[src/rtl/pipe_latch_ctrl.sv]
// Stall/flush controller for the five-stage pipeline latch banks.
// Resolves load-use, X redirects and multicycle mult/div occupancy.
module pipe_latch_ctrl #(
    parameter int MD_TIMEOUT = 40,
    parameter int CNT_W      = 16
) (
    input  logic             clk,
    input  logic             reset_n,
    input  logic             dx_is_load,
    input  logic [4:0]       dx_rd,
    input  logic [4:0]       fd_rs1,
    input  logic [4:0]       fd_rs2,
    input  logic             fd_uses_rs1,
    input  logic             fd_uses_rs2,
    input  logic             x_redirect,
    input  logic             md_start,
    input  logic             md_ready,
    output logic             pc_en,
    output logic             fd_en,
    output logic             dx_en,
    output logic             xm_en,
    output logic             mw_en,
    output logic             fd_clr,
    output logic             dx_clr,
    output logic             xm_clr,
    output logic             md_busy,
    output logic             md_timeout,
    output logic [CNT_W-1:0] stall_count
);

    localparam int MD_W = $clog2(MD_TIMEOUT + 1);
    localparam logic [MD_W-1:0] MD_LAST = MD_W'(MD_TIMEOUT);
    localparam logic [CNT_W-1:0] CNT_MAX = '1;

    localparam logic [1:0] RUN     = 2'd0;
    localparam logic [1:0] MD_BUSY = 2'd1;
    localparam logic [1:0] FAULT   = 2'd2;

    logic [1:0]       state_q, state_d;
    logic [MD_W-1:0]  md_cnt_q, md_cnt_d;
    logic [CNT_W-1:0] stall_count_q, stall_count_d;
    logic             md_timeout_q, md_timeout_d;

    logic load_use;
    logic freeze;

    assign load_use = dx_is_load && (dx_rd != 5'd0) &&
                      ((fd_uses_rs1 && (fd_rs1 == dx_rd)) ||
                       (fd_uses_rs2 && (fd_rs2 == dx_rd)));

    // md_start only matters in RUN; in MD_BUSY the unit is already occupied
    assign freeze = ((state_q == RUN) && md_start && !md_ready) ||
                    ((state_q == MD_BUSY) && !md_ready);

    always_comb begin
        pc_en  = 1'b1;
        fd_en  = 1'b1;
        dx_en  = 1'b1;
        xm_en  = 1'b1;
        mw_en  = 1'b1;
        fd_clr = 1'b0;
        dx_clr = 1'b0;
        xm_clr = 1'b0;
        if (!reset_n) begin
            pc_en  = 1'b0;
            fd_en  = 1'b0;
            dx_en  = 1'b0;
            xm_en  = 1'b0;
            mw_en  = 1'b0;
            fd_clr = 1'b1;
            dx_clr = 1'b1;
            xm_clr = 1'b1;
        end else if (state_q == FAULT) begin
            pc_en = 1'b0;
            fd_en = 1'b0;
            dx_en = 1'b0;
            xm_en = 1'b0;
            mw_en = 1'b0;
        end else if (freeze) begin
            pc_en  = 1'b0;
            fd_en  = 1'b0;
            dx_en  = 1'b0;
            xm_en  = 1'b0;
            xm_clr = 1'b1;
        end else if (x_redirect) begin
            fd_clr = 1'b1;
            dx_clr = 1'b1;
        end else if (load_use) begin
            pc_en  = 1'b0;
            fd_en  = 1'b0;
            dx_clr = 1'b1;
        end
    end

    always_comb begin
        state_d       = state_q;
        md_cnt_d      = md_cnt_q;
        md_timeout_d  = md_timeout_q;
        stall_count_d = stall_count_q;
        case (state_q)
            RUN: begin
                if (md_start && !md_ready) begin
                    state_d  = MD_BUSY;
                    md_cnt_d = MD_W'(1);
                end
            end
            MD_BUSY: begin
                if (md_ready) begin
                    state_d  = RUN;
                    md_cnt_d = '0;
                end else if (md_cnt_q == MD_LAST) begin
                    state_d      = FAULT;
                    md_timeout_d = 1'b1;
                end else begin
                    md_cnt_d = md_cnt_q + MD_W'(1);
                end
            end
            FAULT: begin
                state_d = FAULT;
            end
            default: begin
                state_d  = RUN;
                md_cnt_d = '0;
            end
        endcase
        if (!pc_en && (state_q != FAULT) && (stall_count_q != CNT_MAX)) begin
            stall_count_d = stall_count_q + CNT_W'(1);
        end
    end

    always_ff @(posedge clk or negedge reset_n) begin
        if (!reset_n) begin
            state_q       <= RUN;
            md_cnt_q      <= '0;
            md_timeout_q  <= 1'b0;
            stall_count_q <= '0;
        end else begin
            state_q       <= state_d;
            md_cnt_q      <= md_cnt_d;
            md_timeout_q  <= md_timeout_d;
            stall_count_q <= stall_count_d;
        end
    end

    assign md_busy     = (state_q == MD_BUSY);
    assign md_timeout  = md_timeout_q;
    assign stall_count = stall_count_q;

endmodule
[config.mk]
export PLATFORM = sky130hd
export DESIGN_NAME = pipe_latch_ctrl
export DESIGN_NICKNAME = d
export VERILOG_FILES = /design/src/rtl/pipe_latch_ctrl.sv
export SDC_FILE = /design/constraint.sdc
export NUM_CORES = 1
export LEC_CHECK = 0
export CORE_ASPECT_RATIO = 0.75
export CORE_MARGIN = 3
export CORE_UTILIZATION = 49
export CTS_CLUSTER_SIZE = 28
export DETAILED_ROUTE_END_ITERATION = 12
export PLACE_DENSITY = 0.85
export SYNTH_ARGS = -nofsm -noshare
export SYNTH_HDL_FRONTEND = slang
export SYNTH_SLANG_ARGS = --single-unit
[constraint.sdc]
create_clock -name clk -period 4.51 [get_ports clk]
set_input_delay 0.451 -clock clk [delete_from_list [all_inputs] [get_ports clk]]
set_output_delay 0.451 -clock clk [all_outputs]
set_load 0.02 [all_outputs]
==> results.toml <==
[yosys]
ys_async_sr_fraction_pct = 100
yosysTopAreaCellShare_pct = 43.1
synthTopCellsByCount = "25 x dfrtp_1, 20 x xnor2_1, 18 x nand2_1, 13 x nor2_1, 11 x nand4_1"
synth_fp_nets = 177
syn_area_per_cell_um2 = 9.61
synth_ff_type = "dfrtp_1"
yosys_warnings = 0
synth-edff-count = 0
seq_area_frac_synth_pct = 43.1
ys_seq_elements = 25
netlist_instances = 151
yosysMostFrequentCell = "dfrtp_1"
synth_cell_types = 32
yosysTopAreaCell = "dfrtp_1"
syn-cell-area_um2 = 1450
synthTopCellsByArea = "dfrtp_1 43%, xnor2_1 12%, xor2_1 5.4%"

[floorplanning]
rows = 16
die_h_um = 53.1
initial_core_util_pct = 53.3
fp.dieW_um = 68.8
die-area_um2 = 3660
io_pins = 49
core_area_um2 = 2720

[critical_path]
cp-start-kind = "input pin"
critical_path.max_fanout = 4
r2r_cells = 7
end_kind = "output port"
crit_type = "input pin to output port"
crit_required_ns = 4.06
arrival_ns = 2.62

[drt]
ant_nets = 0
drc = 0
wl_um = 3590
viasPerCell = 5.51
vias = 1305
drt_iter0_markers = 26
dr.pass1.iters = 4
wl_per_cell_um = 15.1

[timing]
fin_ws_ns = 1.44
slew_headroom_pct = 53.8
worst_slew_pin_slew_ns = 0.690
min_period_over_period_pct = 68.1
post-route-min-period_ns = 3.07
drv_slew = 0
max_freq_ghz = 0.326
fin_worst_skew_ns = 0.00162
hold_slack_ns = 0.472
finalSetupTns_ns = 0
final_hold_viol_count = 0
setup_violations = 0
rsz0062_at_grt = "false"

[cells_and_area]
nFillCells = 201
seq_area_um2 = 626
diodes = 0
final_util_pct = 73.6
drive_above_1_share_pct = 3.98
nets = 228
multi_input_area_um2 = 781
area_growth_pct = 38.0

[placement]
dp_hpwl_um = 2780
io_buffers = 48
dp_slack_ns = 1.43
gp_congestion = 0.787

[global_route]
antenna_found_initial = 0
grt_util_all_layers_pct = 21.4
grt_max_degree = 19
grt_pass1_vias = 1280
grt-ovfl-total = 0
grt_pass1_wl_um = 5730

[flow_run]
maxCapViolCount = 0

[clock_network]
cts_max_level = 1
post_cts_resized = 0
cts_tree = "built"
cts_sinks = 25
clockBufferDepth = 2
ctsHoldBuffers = 0
insertion_delay_ns = 0.27
root_buffer = "clkbuf_8"
numCtsBuffers = 3
postCtsSetupRepairBufs = 0
clk_pin_slew_worst_paths_ns = 0.08

[pwr]
p_leak_nw = 0.789
max-vdd-ir-drop_v = 0.000288
cellPowerDensity_nw_per_um2 = 378

[status]
status = "finished, final reports clean"

[min_path]
hold_depth = 1
hp-class = "flop to flop"
==> worst max-delay path, stage by stage <==
cell and delay (ns):
clkdlybuf4s50_1 0.54, xnor2_1 0.14, nand4_1 0.15, o22ai_2 0.21, o211ai_2 0.17, nor2b_1 0.16
o21ai_0 0.15, clkdlybuf4s50_1 0.64
==> layout make-up <==
cell class | instances | share of cell area, %
well taps | 36 | 2.25
flip-flops and latches | 25 | 31.2
repair buffers | 49 | 24.4
inverters | 5 | 0.937
clock buffers | 4 | 2.25
multi-input cells | 118 | 39.0
==> stage by stage <==
stage                     cell area (µm²)  instances  power, mW
after floorplan                      1450        151      0.481
after global placement               1960        233      0.617
after detailed placement             1960        233      0.628
after CTS                            2000        237      0.763
after global routing                 2000        237      0.803
final                                2000        237      0.757
==> routing by layer <==
layer / track usage, % / wire length (µm) / vias up
met5: 0 / 0 / -
met4: 6.47 / 0 / 0
met3: 7.43 / 363 / 0
met2: 33.1 / 1640 / 55
met1: 28.2 / 1580 / 620
li1: - / - / 630
==> placed cells by master, fill, tap and decap left out, types with 2 or more instances in the layout <==
cell / n
clkbuf_8: 3
ha_1: 3
o21ai_0: 8
nor3_1: 6
clkdlybuf4s50_1: 48
nand2b_1: 2
nor2_1: 13
o21a_1: 2
inv_1: 5
xor2_1: 9
nand3_1: 7
nand4_1: 11
and2_1: 2
dfrtp_1: 25
nand2_1: 18
nor2b_1: 2
xnor2_1: 20
==> cells by family after synthesis <==
kind of cell               count (synthesis)  synth area share, %
xor gates and xnor gates                  29                 17.5
buffers and inverters                      8                 3.10
DFF                                       25                 43.1
adders and majority gates                  3                 2.59
and+or+nand+nor                           68                 24.5
AOI/OAI and AO/OA                         18                 9.22
==> worst paths after layout <==
| check | endpoint | slack [ns] | from |
|---|---|---|---|
| worst max-delay path | dx_clr | 1.44 | dx_rd[0] |
| worst min-delay path | md_timeout | 0.47 | md_timeout |
| worst max register to register | stall_count[10] | 2.21 | stall_count[2] |
| worst min register to register | md_timeout | 0.47 | md_timeout |
| max in group asynchronous | stall_count[2] | 3.25 | reset_n |
| min in group asynchronous | stall_count[12] | 0.59 | reset_n |
==> report_power, final <==
part | switching, mW | internal [mW]
clock network | 0.0692 | 0.0632
registers | 0.0580 | 0.267
logic | 0.152 | 0.147
total | 0.280 | 0.477
==> sequential cells by signal, summed over array words and instances, names as in the netlist <==
signal / count
state_q: 2
md_cnt_q: 6
stall_count: 16
md_timeout: 1
(Power assumes the default switching activity.)
